--- src/rtl/ls161_compare_counter.sv ---
// Chained 74LS161-style loadable counter with registered magnitude compare and an arm/match FSM.
// Optional macro CASCADE_IN_EN adds GTI/EQI/LTI cascade inputs from a less-significant comparator.
module ls161_compare_counter #(
  parameter int NIBBLES = 2
) (
  input  logic                   CLK,
  input  logic                   RST,
  input  logic                   LOAD,
  input  logic                   ENP,
  input  logic                   ENT,
  input  logic [4*NIBBLES-1:0]   D,
  input  logic [4*NIBBLES-1:0]   CMPV,
  input  logic                   ARM,
`ifdef CASCADE_IN_EN
  input  logic                   GTI,
  input  logic                   EQI,
  input  logic                   LTI,
`endif
  output logic [4*NIBBLES-1:0]   Q,
  output logic                   RCO,
  output logic                   AgtB,
  output logic                   AeqB,
  output logic                   AltB,
  output logic                   MATCH,
  output logic                   HIT
);

  localparam int W = 4 * NIBBLES;

  typedef enum logic [1:0] {
    ST_IDLE,
    ST_ARMED,
    ST_HIT
  } state_t;

  logic [W-1:0] q_q, q_d;
  logic         gt_q, gt_d;
  logic         eq_q, eq_d;
  logic         lt_q, lt_d;
  logic         match_q, match_d;
  state_t       state_q, state_d;
  logic         carry;

  // Per-nibble carry chain: stage k counts only when every lower nibble is 0xF.
  always_comb begin
    q_d   = q_q;
    carry = ENP & ENT;
    if (LOAD) begin
      q_d = D;
    end else begin
      for (int unsigned k = 0; k < NIBBLES; k++) begin
        if (carry) q_d[4*k +: 4] = q_q[4*k +: 4] + 4'd1;
        carry = carry & (q_q[4*k +: 4] == 4'hF);
      end
    end
  end

  always_comb begin
`ifdef CASCADE_IN_EN
    gt_d = (q_q > CMPV) | ((q_q == CMPV) & ~EQI & GTI);
    eq_d = (q_q == CMPV) & EQI;
    lt_d = (q_q < CMPV) | ((q_q == CMPV) & ~EQI & LTI);
`else
    gt_d = (q_q > CMPV);
    eq_d = (q_q == CMPV);
    lt_d = (q_q < CMPV);
`endif
  end

  // FSM reacts to the registered equality flag, so MATCH lands two edges after Q==CMPV.
  always_comb begin
    state_d = state_q;
    match_d = 1'b0;
    unique case (state_q)
      ST_IDLE:  if (ARM) state_d = ST_ARMED;
      ST_ARMED: begin
        if (!ARM) begin
          state_d = ST_IDLE;
        end else if (eq_q) begin
          state_d = ST_HIT;
          match_d = 1'b1;
        end
      end
      ST_HIT:   if (!ARM) state_d = ST_IDLE;
      default:  state_d = ST_IDLE;
    endcase
  end

  always_ff @(posedge CLK or posedge RST) begin
    if (RST) begin
      q_q     <= '0;
      gt_q    <= 1'b0;
      eq_q    <= 1'b0;
      lt_q    <= 1'b0;
      match_q <= 1'b0;
      state_q <= ST_IDLE;
    end else begin
      q_q     <= q_d;
      gt_q    <= gt_d;
      eq_q    <= eq_d;
      lt_q    <= lt_d;
      match_q <= match_d;
      state_q <= state_d;
    end
  end

  assign Q     = q_q;
  assign RCO   = ENT & (&q_q);
  assign AgtB  = gt_q;
  assign AeqB  = eq_q;
  assign AltB  = lt_q;
  assign MATCH = match_q;
  assign HIT   = (state_q == ST_HIT);

endmodule

--- config.mk ---
export PLATFORM = sky130hd
export DESIGN_NAME = ls161_compare_counter
export DESIGN_NICKNAME = d
export VERILOG_FILES = /design/src/rtl/ls161_compare_counter.sv
export SDC_FILE = /design/constraint.sdc
export NUM_CORES = 1
export LEC_CHECK = 0
export ABC_AREA = 1
export CORE_AREA = 2 2 52 54
export DETAILED_ROUTE_END_ITERATION = 12
export DIE_AREA = 0 0 54 56
export GPL_TIMING_DRIVEN = 0
export PLACE_DENSITY = 0.74
export SKIP_LAST_GASP = 1
export SLEW_MARGIN = 20
export SYNTH_ARGS = -nofsm -noshare
export SYNTH_HDL_FRONTEND = slang
export SYNTH_SLANG_ARGS = --single-unit
--- constraint.sdc ---
create_clock -name CLK -period 1.22 [get_ports CLK]
set_input_delay 0.183 -clock CLK [delete_from_list [all_inputs] [get_ports CLK]]
set_output_delay 0.183 -clock CLK [all_outputs]
set_load 0.01 [all_outputs]
**Word level (Yosys, flattened, before mapping)**

Index checks and enable logic that the tools add are counted.

- Register bits: 14
- Bits in latches: 0
- Memory bits (writable): 0
- Bits in read-only memories: 0
- Input bits: 22
- Output and inout port bits: 14
- Memories kept: 0

- Add/subtract/negate cells: 2
- $mul: 0
- Divide/modulo/power cells: 0
- Order comparisons: 2
- Equality and inequality tests: 7
- Shift operators: 0
- Multiplexer cells: 11
- Bitwise gates (word level): 3
- Reduce and logical (&&, ||, !) cells: 5

Operator list:

| cell | number |
|---|---|
| 4-bit by 1-bit adder with 4-bit output (second input constant) | 2 |
| 8-bit == test | 1 |
| 8-bit greater-than comparator | 1 |
| 8-bit less-than comparator | 1 |
| 2-bit two-way mux | 4 |
| 4-bit two-way mux | 2 |
| 8-bit two-way mux | 1 |
| 8-bit AND reduction | 1 |
| 2-bit one-hot mux with 3 select lines | 1 |
| 4-bit == test (second input constant) | 1 |
| 2-bit != test (second input constant) | 2 |
| 2-bit nonzero test | 2 |
| 1-bit AND | 3 |
| 1-bit two-way mux | 3 |
| 3-bit != test (second input constant) | 1 |
| 3-bit AND reduction | 1 |
| 2-bit by 1-bit == test with 1-bit output (second input constant) | 1 |
| 2-bit == test (second input constant) | 1 |
| 2-bit logical NOT | 1 |

**Logic depth before layout (Yosys ltp)**

- Depth after elaboration: 4
- Gate-level depth with buffers: 9
- Gate-level depth less buffers: 9

**Worst setup path after synthesis**

Ideal clock, no wire load.

- Path type: register to register
- Start point: reg q_q[3] (netlist: Q[3])
- End point: reg gt_q (netlist: AgtB)
- Data arrival time: 1112 ps
- Data required time: 1091 ps
- Setup slack: -21 ps
- Cell stages (with the launch flop): 7
- Cell sequence: dfrtp_1 > ha_1 > nand2_1 > inv_1 > nand3_1 > nor3_1 > a21oi_1

- Longest elaborated chain between the ends: 1

RTL lines:

| what | line | RTL |
|---|---|---|
| start, declared | 36 | `logic [W-1:0] q_q, q_d;` |
| start signal, assigned | 98 | `q_q <= q_d;` |
| 8-bit greater-than comparator | 64 | `gt_d = (q_q > CMPV);` |
| via gt_d | 37 | `logic gt_q, gt_d;` |
| end signal, assigned | 99 | `gt_q <= gt_d;` |
| end, declared | 37 |  |

The timed path passes the listed nets, and every way through them passes these cells.
A chain may end at the register's enable or synchronous reset.

**Final worst setup path**

- Start point: reg q_q[3] (netlist: Q[3])
- End point: out RCO

- Longest elaborated chain between the ends: 2

RTL lines:

| what | line | RTL |
|---|---|---|
| 8-bit AND reduction | 108 | `assign RCO = ENT & (&q_q);` |
| 1-bit AND | 108 |  |
| end, declared | 20 | `output logic RCO,` |

No other way between the ends.

==> run_results.csv <==
group,metric,value,unit
synthesis,synth_edf_count,0,
clocking,htree_levels,1,
setup_path,worst_path_max_delay_cell,"dfrtp_2",
synthesis,syn_nets,148,
grt,grt_overflow_total,0,
floorplanning,dieHeight,56,um
hold_path,hold_class,"in -> reg",
setup_path,rr_startpoint,"Q[5]$_DFFE_PP0P_",
place,place_area,0.00133,mm2
synthesis,ys_warn_count,0,
clocking,clk_pin_slew,0.09,ns
floorplanning,rows,18,
detailed_routing,antenna_left,0,
setup_path,ff2ff_path_depth,6,
grt,grt_max_degree,15,
detailed_routing,first_iter_violations,22,
finish,drive_above_1_share,33.3,%
synthesis,syn_avg_cell_area,8.02,um2
setup_path,r2r_slack,-0.14,ns
clocking,clk_latency,0.28,ns
status,status,"finished, violations left",
detailed_routing,wl_per_cell,12.2,um
place,hpwl,1640,um
clocking,cts_hold_buf,0,
place,place_ws,-0.419,ns
detailed_routing,vias_per_cell,4.66,
sta,timing.final.crit_share,114,%
power,leakagePower,0.745,nW
synthesis,async_flop_share,100,%
clocking,cts_tree,"yes",
setup_path,cp-start-kind,"flop",
hold_path,holdPathEnd,"Q[0]$_DFFE_PP0P_",
grt,grt_pass1_wl,3800,um
power,cellPowerDensity,1140,mW/mm2
setup_path,crit_type,"reg -> out",
sta,finalWorstSetupSlack,-0.172,ns
power,ir_drop,0.000640,V
synthesis,netlist_area,931,um2
detailed_routing,wirelength,2410,um
power,seqPwrFrac,34.0,%
sta,final_max_slew_viol_count,0,
detailed_routing,vias,923,
grt,antenna_found_initial,0,
setup_path,critical_path.startpoint,"Q[3]$_DFFE_PP0P_",
sta,period_needed,1.39,ns
clocking,clock_tree.root_cell,"clkbuf_4",
place,io_buffer_count,34,
clocking,clock_path_buffers,2,
power,swShare,35.0,%
power,combPwrFrac,46.2,%
floorplanning,core-area,0.00243,mm2
power,p_int,1.13,mW
setup_path,cp_data_arrival_time,1.21,ns
synthesis,syn_inst,116,
setup_path,required,1.04,ns
hold_path,min_from,"LOAD",
synthesis,ys_seq_elements,14,
power,clockPowerShare,19.8,%
sta,worst_pin_slew,0.567,ns
setup_path,critPathMaxFanout,5,
finish,instances_no_fill,198,
synthesis,synth-seq-area-share,37.6,%
clocking,cts_buffers,3,
sta,setup_violations,5,
run,maxCapViolCount,0,
synthesis,ys.flop_type,"dfrtp_1",
hold_path,hold-path-cell-count,3,
place,dp_cells,180,
finish,utilization,62.6,%
setup_path,rr_endpoint,"AltB$_DFF_PP0_",
setup_path,slowest_delay,0.45,ns
clocking,cts_sinks,14,
setup_path,worstSetupEndpointType,"primary output",
grt,first_global_vias,915,
place,place.gp.congestion,0.802,
finish,fin_area,0.00152,mm2
synthesis,synth_cell_types,25,
finish,syn_to_final_growth,63.6,%
status,violations,"negative setup slack",
finish,layout_commonest_cell,"nand2_1",
sta,hold_viol,0,
setup_path,cp_cell_sequence,"buf_4 -> nand3_2 -> nor3_2 -> buf_2",
floorplanning,die_w,54,um
detailed_routing,dr.pass1.iters,4,
sta,setup_tns,-0.481,ns
finish,layout_common_cells,"nand2_1 (29), clkdlybuf4s50_1 (20), inv_1 (15)",
finish,nNetsFinal,201,
power,switchingPower,0.607,mW
detailed_routing,drcViolationCount,0,
floorplanning,start_util,38.3,%
floorplanning,io_pins,36,
sta,max_slew_margin,62.2,%
sta,skew,0.00321,ns
grt,grt_usage,17.1,%
floorplanning,die-area,0.00302,mm2
sta,rsz0062_at_grt,"yes",
setup_path,crit_family,"flip-flops",
finish,n_antenna_cell,0,
setup_path,worst-path-buf-inv,2,
sta,timing.fmax,0.718,GHz
-- tightest hold or removal path, delay by kind of cell --
family                 cells  cell delay, ns
AO/OA/AOI/OAI              1            0.08
buffers and inverters      1            0.13
AND/OR/NAND/NOR            1            0.06
-- registers in the layout (all words and copies together), names as in the netlist --
| signal | cells |
|---|---|
| Q | 8 |
| state_q | 2 |
| AltB | 1 |
| MATCH | 1 |
| AeqB | 1 |
| AgtB | 1 |
-- worst max path at each step --
stage	slack (ns)	cells after the start	to
finish	-0.17	4	RCO
global route	-0.22	4	RCO
CTS	-0.21	4	RCO
detailed placement	-0.42	4	RCO
global placement	-0.42	4	RCO
floorplan	-0.005	6	AgtB$_DFF_PP0_
-- power groups by stage --
| stage | Clock (mW) | Sequential (mW) | Combinational (mW) |
|---|---|---|---|
| 2_1_floorplan | 0 | 0.651 | 0.289 |
| 3_3_place_gp | 0 | 0.630 | 0.568 |
| 3_5_place_dp | 0 | 0.633 | 0.590 |
| 4_1_cts | 0.342 | 0.584 | 0.684 |
| 5_1_grt | 0.372 | 0.598 | 0.893 |
| 6_report | 0.343 | 0.590 | 0.803 |
-- cells in the mapped netlist (2+ instances only) --
cell type / n / share of area (%)
nand2_1: 32 / 13
nor3_1: 2 / 1.1
dfrtp_1: 14 / 38
o21ai_1: 2 / 1.1
inv_1: 17 / 6.9
nor2_2: 2 / 1.3
nand2_2: 2 / 1.3
o211ai_1: 2 / 1.6
a21oi_1: 6 / 3.2
ha_1: 10 / 13
nor2_1: 8 / 3.2
nand3_1: 5 / 2.7
xor2_1: 2 / 1.9
-- per-layer routing --
layer  GRT usage, %  routed length [um]  vias up
met1           19.3                 962      417
met4           10.4                  34        0
met5              0                   0        -
met2           29.1                1280       30
met3           2.42                 132        4
li1               -                   -      472
-- metrics by stage --
step / hold WS (ns) / power, mW
after global routing: 0.210 / 1.86
after detailed placement: 0.459 / 1.22
final: 0.203 / 1.74
after floorplan: 0.0720 / 0.940
after global placement: 0.452 / 1.20
after CTS: 0.201 / 1.61
-- area by class of cell --
class | count | area, um2
Buffer | 1 | 11.3
Fill cell | 222 | 910
Sequential cell | 14 | 355
Clock buffer | 4 | 36.3
Timing Repair Buffer | 48 | 404
Multi-Input combinational cell | 82 | 599
Inverter | 19 | 78.8
Tap cell | 30 | 37.5
-- logic make-up after synthesis --
family | Yosys count | share of synthesized area (%)
adder cells (fa/ha/maj) | 10 | 13.4
multiplexers | 1 | 1.08
XOR/XNOR | 3 | 2.82
AO/OA/AOI/OAI | 14 | 8.74
flip-flops | 14 | 37.6
AND/OR/NAND/NOR | 54 | 26.6
buffers and inverters | 20 | 9.68
-- timing repair --
action                                  4_1_cts  5_1_grt
pin swaps                                     3        6
resized for setup                            38       18
endpoints found under the setup margin       17        7
setup buffers                                10        4
(Power assumes the default switching activity.)
